--- src/rtl/vm1_vcram_pkg.sv ---
// vm1_vcram_pkg: constants, state encoding and byte-merge helper shared by the
// 1801VM1 register-RAM front-end controller and its forwarding sub-module.
package vm1_vcram_pkg;

  localparam int VCRAM_AW    = 6;
  localparam int VCRAM_DW    = 16;
  localparam int VCRAM_DEPTH = 64;

  typedef enum logic {
    ST_INIT,
    ST_RUN
  } vcram_state_e;

  // Per-byte select: bytes of upd whose enable bit is set replace bytes of base.
  function automatic logic [VCRAM_DW-1:0] byte_merge(
    input logic [VCRAM_DW-1:0] base,
    input logic [VCRAM_DW-1:0] upd,
    input logic [1:0]          be
  );
    byte_merge = {be[1] ? upd[15:8] : base[15:8],
                  be[0] ? upd[7:0]  : base[7:0]};
  endfunction

endpackage

--- src/rtl/vm1_vcram_fwd.sv ---
// vm1_vcram_fwd: read-after-write forwarding for one read port of the VCRAM.
// Captures the read address and both RAM write ports in the request cycle,
// then patches the (read-first) RAM output with those same-cycle writes.
// Port A bytes override port B bytes.
// Ports:
//   clock, reset        clock and synchronous active-high reset
//   rd_addr_i           address presented to this RAM port this cycle
//   wa_en_i/addr/be/data  committed write on RAM port A this cycle
//   wb_en_i/addr/data     committed write on RAM port B this cycle (full word)
//   q_i                 RAM read data (one cycle after rd_addr_i)
//   rdata_o             write-first read data
module vm1_vcram_fwd
  import vm1_vcram_pkg::*;
(
  input  logic                clock,
  input  logic                reset,
  input  logic [VCRAM_AW-1:0] rd_addr_i,
  input  logic                wa_en_i,
  input  logic [VCRAM_AW-1:0] wa_addr_i,
  input  logic [1:0]          wa_be_i,
  input  logic [VCRAM_DW-1:0] wa_data_i,
  input  logic                wb_en_i,
  input  logic [VCRAM_AW-1:0] wb_addr_i,
  input  logic [VCRAM_DW-1:0] wb_data_i,
  input  logic [VCRAM_DW-1:0] q_i,
  output logic [VCRAM_DW-1:0] rdata_o
);

  logic [VCRAM_AW-1:0] rd_addr_q;
  logic                wa_en_q, wb_en_q;
  logic [VCRAM_AW-1:0] wa_addr_q, wb_addr_q;
  logic [1:0]          wa_be_q;
  logic [VCRAM_DW-1:0] wa_data_q, wb_data_q;

  always_ff @(posedge clock) begin
    if (reset) begin
      wa_en_q <= 1'b0;
      wb_en_q <= 1'b0;
    end else begin
      wa_en_q <= wa_en_i;
      wb_en_q <= wb_en_i;
    end
    rd_addr_q <= rd_addr_i;
    wa_addr_q <= wa_addr_i;
    wa_be_q   <= wa_be_i;
    wa_data_q <= wa_data_i;
    wb_addr_q <= wb_addr_i;
    wb_data_q <= wb_data_i;
  end

  // B applied first so that A wins on any shared byte lane.
  always_comb begin
    rdata_o = q_i;
    if (wb_en_q && (wb_addr_q == rd_addr_q))
      rdata_o = byte_merge(rdata_o, wb_data_q, 2'b11);
    if (wa_en_q && (wa_addr_q == rd_addr_q))
      rdata_o = byte_merge(rdata_o, wa_data_q, wa_be_q);
  end

endmodule

--- src/rtl/vm1_vcram_ctl.sv ---
// vm1_vcram_ctl: front-end controller for the 1801VM1 64x16 dual-port
// register RAM. Clears the RAM with a 64-cycle sweep after reset, then passes
// core requests through, resolves same-address write collisions (port A wins
// per byte) and returns read data with a one-cycle valid strobe.
// Build option: define VM1_VCRAM_BYPASS_EN for write-first read forwarding.
// Ports:
//   clock, reset                       clock, synchronous active-high reset
//   ready                              sweep done, requests accepted
//   a_addr/a_be/a_wr/a_rd/a_wdata      port A request (byte-enabled writes)
//   a_rdata/a_rvalid                   port A read return
//   b_addr/b_wr/b_rd/b_wdata           port B request (full-word writes)
//   b_rdata/b_rvalid                   port B read return
//   ram_*                              RAM wrapper interface
module vm1_vcram_ctl
  import vm1_vcram_pkg::*;
(
  input  logic                clock,
  input  logic                reset,
  output logic                ready,
  input  logic [VCRAM_AW-1:0] a_addr,
  input  logic [1:0]          a_be,
  input  logic                a_wr,
  input  logic                a_rd,
  input  logic [VCRAM_DW-1:0] a_wdata,
  output logic [VCRAM_DW-1:0] a_rdata,
  output logic                a_rvalid,
  input  logic [VCRAM_AW-1:0] b_addr,
  input  logic                b_wr,
  input  logic                b_rd,
  input  logic [VCRAM_DW-1:0] b_wdata,
  output logic [VCRAM_DW-1:0] b_rdata,
  output logic                b_rvalid,
  output logic [VCRAM_AW-1:0] ram_address_a,
  output logic [VCRAM_AW-1:0] ram_address_b,
  output logic [1:0]          ram_byteena_a,
  output logic [VCRAM_DW-1:0] ram_data_a,
  output logic [VCRAM_DW-1:0] ram_data_b,
  output logic                ram_wren_a,
  output logic                ram_wren_b,
  input  logic [VCRAM_DW-1:0] ram_q_a,
  input  logic [VCRAM_DW-1:0] ram_q_b
);

  vcram_state_e        state_q, state_d;
  logic [VCRAM_AW-1:0] clr_cnt_q, clr_cnt_d;
  logic                a_rvalid_q, b_rvalid_q;
  logic                collide;

  assign collide = a_wr & b_wr & (a_addr == b_addr);

  always_ff @(posedge clock) begin
    if (reset) begin
      state_q   <= ST_INIT;
      clr_cnt_q <= '0;
    end else begin
      state_q   <= state_d;
      clr_cnt_q <= clr_cnt_d;
    end
  end

  always_comb begin
    state_d   = state_q;
    clr_cnt_d = clr_cnt_q;
    if (state_q == ST_INIT) begin
      clr_cnt_d = clr_cnt_q + 1'b1;
      if (clr_cnt_q == VCRAM_AW'(VCRAM_DEPTH - 1))
        state_d = ST_RUN;
    end
  end

  always_comb begin
    ready         = (state_q == ST_RUN);
    ram_address_a = a_addr;
    ram_address_b = b_addr;
    ram_byteena_a = a_be;
    ram_data_a    = a_wdata;
    ram_data_b    = b_wdata;
    ram_wren_a    = a_wr;
    ram_wren_b    = b_wr;
    if (state_q == ST_INIT) begin
      ram_address_a = clr_cnt_q;
      ram_wren_a    = 1'b1;
      ram_byteena_a = 2'b11;
      ram_data_a    = '0;
      ram_address_b = '0;
      ram_data_b    = '0;
      ram_wren_b    = 1'b0;
    end else if (collide) begin
      // Fold B's word into A's write so one full-word write lands.
      ram_wren_b    = 1'b0;
      ram_byteena_a = 2'b11;
      ram_data_a    = byte_merge(b_wdata, a_wdata, a_be);
    end
  end

  always_ff @(posedge clock) begin
    if (reset) begin
      a_rvalid_q <= 1'b0;
      b_rvalid_q <= 1'b0;
    end else begin
      a_rvalid_q <= a_rd & ready;
      b_rvalid_q <= b_rd & ready;
    end
  end

  assign a_rvalid = a_rvalid_q;
  assign b_rvalid = b_rvalid_q;

`ifdef VM1_VCRAM_BYPASS_EN
  vm1_vcram_fwd u_fwd_a (
    .clock     (clock),
    .reset     (reset),
    .rd_addr_i (ram_address_a),
    .wa_en_i   (ram_wren_a),
    .wa_addr_i (ram_address_a),
    .wa_be_i   (ram_byteena_a),
    .wa_data_i (ram_data_a),
    .wb_en_i   (ram_wren_b),
    .wb_addr_i (ram_address_b),
    .wb_data_i (ram_data_b),
    .q_i       (ram_q_a),
    .rdata_o   (a_rdata)
  );

  vm1_vcram_fwd u_fwd_b (
    .clock     (clock),
    .reset     (reset),
    .rd_addr_i (ram_address_b),
    .wa_en_i   (ram_wren_a),
    .wa_addr_i (ram_address_a),
    .wa_be_i   (ram_byteena_a),
    .wa_data_i (ram_data_a),
    .wb_en_i   (ram_wren_b),
    .wb_addr_i (ram_address_b),
    .wb_data_i (ram_data_b),
    .q_i       (ram_q_b),
    .rdata_o   (b_rdata)
  );
`else
  assign a_rdata = ram_q_a;
  assign b_rdata = ram_q_b;
`endif

endmodule

--- config.mk ---
export PLATFORM = sky130hd
export DESIGN_NAME = vm1_vcram_ctl
export DESIGN_NICKNAME = d
export VERILOG_FILES = /design/src/rtl/vm1_vcram_pkg.sv /design/src/rtl/vm1_vcram_fwd.sv /design/src/rtl/vm1_vcram_ctl.sv
export SDC_FILE = /design/constraint.sdc
export NUM_CORES = 1
export LEC_CHECK = 0
export BUFFER_PORTS_ARGS = -buffer_cell sky130_fd_sc_hd__buf_4
export CAP_MARGIN = 30
export CORE_AREA = 2 2 65 67
export CTS_BUF_LIST = sky130_fd_sc_hd__clkbuf_8
export DETAILED_ROUTE_END_ITERATION = 8
export DIE_AREA = 0 0 67 69
export GPL_TIMING_DRIVEN = 1
export PLACE_DENSITY = 0.87
export SYNTH_ARGS = -nofsm -noshare
export SYNTH_HDL_FRONTEND = slang
export SYNTH_HIERARCHICAL = 1
export SYNTH_SLANG_ARGS = --single-unit
--- constraint.sdc ---
create_clock -name clock -period 5.1 [get_ports clock]
set_input_delay 1.02 -clock clock [delete_from_list [all_inputs] [get_ports clock]]
set_output_delay 1.02 -clock clock [all_outputs]
set_load 0.1 [all_outputs]
==> impl_metrics.py <==
metrics = {
    "status": {
        "status": "finished, final reports clean",
    },
    "synth": {
        "synth.distinct_cells": 28,
        "synth-edff-count": 0,
        "yosysWarnings": 6,
        "synth_compound_area_share_pct": 1.763,
        "synthTopCellsByArea": "buf_4, dfxtp_1, mux2i_1",
        "netlist_instances": 164,
        "synth_top_family_by_area": "buffers and inverters",
        "synth_fp_nets": 249,
        "synth_area_um2": 1206,
        "synth_xor_area_share_pct": 7.261,
        "synth_largest_area_cell": "buf_4",
        "synthTopCellsByCount": "nand2_1, buf_4, inv_1, mux2i_1, dfxtp_1",
        "yosys.area_share.simple_pct": 25.62,
        "avgSynthCellArea_um2": 7.355,
        "synthMuxAreaShare_pct": 19.71,
        "synth_ff_type": "dfxtp_1",
        "synth_adder_area_share_pct": 1.037,
        "seq_area_frac_synth_pct": 14.94,
        "synth.most_common_cell": "nand2_1",
        "synth-seq-cells": 9,
        "synthArstFlopShare_pct": 0,
        "synth_top_area_share_pct": 20.54,
    },
    "power": {
        "switching_power_uw": 62.51,
        "combinationalPowerShare_pct": 29.4,
        "irDropWorstVdd_mv": 0.1316,
        "p_per_area_nw_per_um2": 124.4,
        "netSwitchingFraction_pct": 28.13,
        "p_seq_share_pct": 33.9,
        "clkPwrFrac_pct": 36.7,
        "leakage_nw": 0.9958,
        "finalPower_uw": 222.2,
        "p_int_uw": 159.7,
    },
    "grt": {
        "use_met2_pct": 25.08,
        "grtUsageMet3_pct": 6.525,
        "overflow": 0,
        "met1_usage_pct": 14.07,
        "grtUsageTotal_pct": 14.35,
        "grt_max_degree": 55,
        "grt_pass1_wl_um": 5278,
        "grt_pass1_vias": 1202,
        "busiest_layer": "met2",
        "antenna_found_initial": 0,
    },
    "final_layout": {
        "antennaDiodeCount": 0,
        "post-route-util_pct": 45.65,
        "area_growth_pct": 48.13,
        "drive_gt1_share_pct": 50.65,
        "n_fill_cell": 388,
        "multi_input_comb_area_um2": 668.1,
        "nNetsFinal": 317,
        "seqCellArea_um2": 181.4,
        "final-instance-count-excl-fill": 281,
    },
    "die": {
        "fp-row-count": 23,
        "io_pins": 167,
        "coreArea_um2": 3914,
        "die_y_um": 69,
        "fp.dieArea_um2": 4623,
        "start_util_pct": 30.82,
        "fp.dieW_um": 67,
    },
    "clock_network": {
        "cts-root-buf": "clkbuf_8",
        "cts.repair.resized": 0,
        "cts_made_buffers": 3,
        "clock_sinks": 9,
        "hold_buffers": 0,
        "clockBufferDepth": 2,
        "cts_tree": "yes",
        "post_cts_buffers": 0,
        "htreeDepth": 1,
        "clkLatencyLatePin_ns": 0.23,
        "path_clk_slew_ns": 0.04,
    },
    "sta": {
        "max_freq_mhz": 252.4,
        "hold_slack_ns": 0.5048,
        "rsz0062_at_grt": "false",
        "max-slew-margin-rel_pct": 39.18,
        "fin_crit_ns": 3.963,
        "post-route-period-util_pct": 77.70,
        "fin_setup_tns_ns": 0,
        "drv_slew": 0,
        "final_hold_viol_count": 0,
        "fin_skew_ns": 0.001142,
        "setup_viol": 0,
        "tightest_slew_ns": 0.9122,
    },
    "worst_setup_path": {
        "required_ns": 4.08,
        "cpPeakStageDelay_ns": 0.56,
        "crit_path_end_kind": "output port",
        "path_buf_inv": 2,
        "crit_family": "simple AND/OR/NAND/NOR gates",
        "critical_path_arrival_ns": 2.94,
        "worstSetupStartpointType": "input pin",
        "critPathKind": "in -> out",
        "slowest_stage": "or4_4",
        "critPathMaxFanout": 8,
        "worst_path_most_repeated_cell": "buf_4",
        "crit_chain": "buf_4 > xor2_1 > or4_4 > nor3_4 > mux2i_1 > buf_4",
    },
    "placed_design": {
        "portBuffers": 102,
        "dpl.cell_count": 277,
        "routabilityCongestion": 0.7562,
        "dp_hpwl_um": 2809,
    },
    "drt": {
        "drc_errors": 0,
        "routed_via_density": 4.427,
        "wl_per_cell_um": 12.07,
        "drt_iter0_markers": 26,
        "route.final.wire_length_um": 3391,
        "via_count": 1244,
        "dr.pass1.iters": 2,
        "postRouteAntennaNets": 0,
    },
    "job": {
        "drv_cap": 0,
    },
    "worst_hold_path": {
        "holdCritPathClass": "reg -> reg",
    },
}
[layout by cell type, fill, tap and decap left out, types with 2 or more instances in the layout]
cell	n
xnor2_1	4
and3b_1	2
mux2i_1	17
dfxtp_1	8
xor2_1	6
inv_1	18
o21ai_0	2
nor3_4	2
nand2_1	34
mux2_2	6
or2_2	2
buf_4	102
nand3_1	2
clkbuf_8	3
and2_1	6
nor2_1	7
[per-layer routing]
layer	up-vias	routed length, um
met5	-	0
met4	0	98
met3	16	520
met2	82	1598
met1	530	1173
li1	616	-
[tightest hold or removal path, stage by stage (launching register included)]
cell,delay (ns)
dfxtp_1,0.32
o21ai_0,0.07
a21oi_1,0.06
[flip-flops by register name, summed over array words and instances, names as in the netlist]
register	cells
ready	1
clr_cnt_q	6
a_rvalid	1
b_rvalid	1
[metrics by stage]
stage	area, um^2	setup WS [ns]
after detailed placement	1742	1.102
after global placement	1742	1.155
final	1787	1.137
after floorplan	1206	0.3044
after global routing	1787	1.066
after CTS	1787	1.105
[final timing paths]
kind | start | end | slack, ns | depth (start not counted)
setup / recovery | a_addr[4] | ram_data_a[5] | 1.14 | 6
setup reg to reg | ready | clr_cnt_q[4] | 3.58 | 4
hold reg to reg | clr_cnt_q[5] | clr_cnt_q[5] | 0.50 | 2
hold / removal | clr_cnt_q[5] | clr_cnt_q[5] | 0.50 | 2
[final cells by class]
cell class | instances | area share, %
Multi-Input combinational cell | 99 | 37.40
Tap cell | 50 | 3.501
Sequential cell | 9 | 10.15
Timing Repair Buffer | 102 | 42.86
Inverter | 17 | 3.571
Clock inverter | 1 | 0.2101
Clock buffer | 3 | 2.311
[cell families (layout without fill, tap and decap cells)]
family                   Yosys count  after routing
AO/OA/AOI/OAI                      4              4
XOR/XNOR                          10             10
adder cells (fa/ha/maj)            1              1
buffers and inverters             56            123
flip-flops                         9              9
multiplexers                      23             23
AND/OR/NAND/NOR                   61             61
[power groups by stage]
stage	Sequential (mW)	Combinational [mW]	Clock [mW]
3_5_place_dp	0.0767	0.0659	0
6_report	0.0754	0.0652	0.0816
2_1_floorplan	0.0758	0.147	0
3_3_place_gp	0.0765	0.0649	0
5_1_grt	0.0756	0.0698	0.0893
4_1_cts	0.0753	0.0662	0.0852
(Power assumes the default switching activity.)
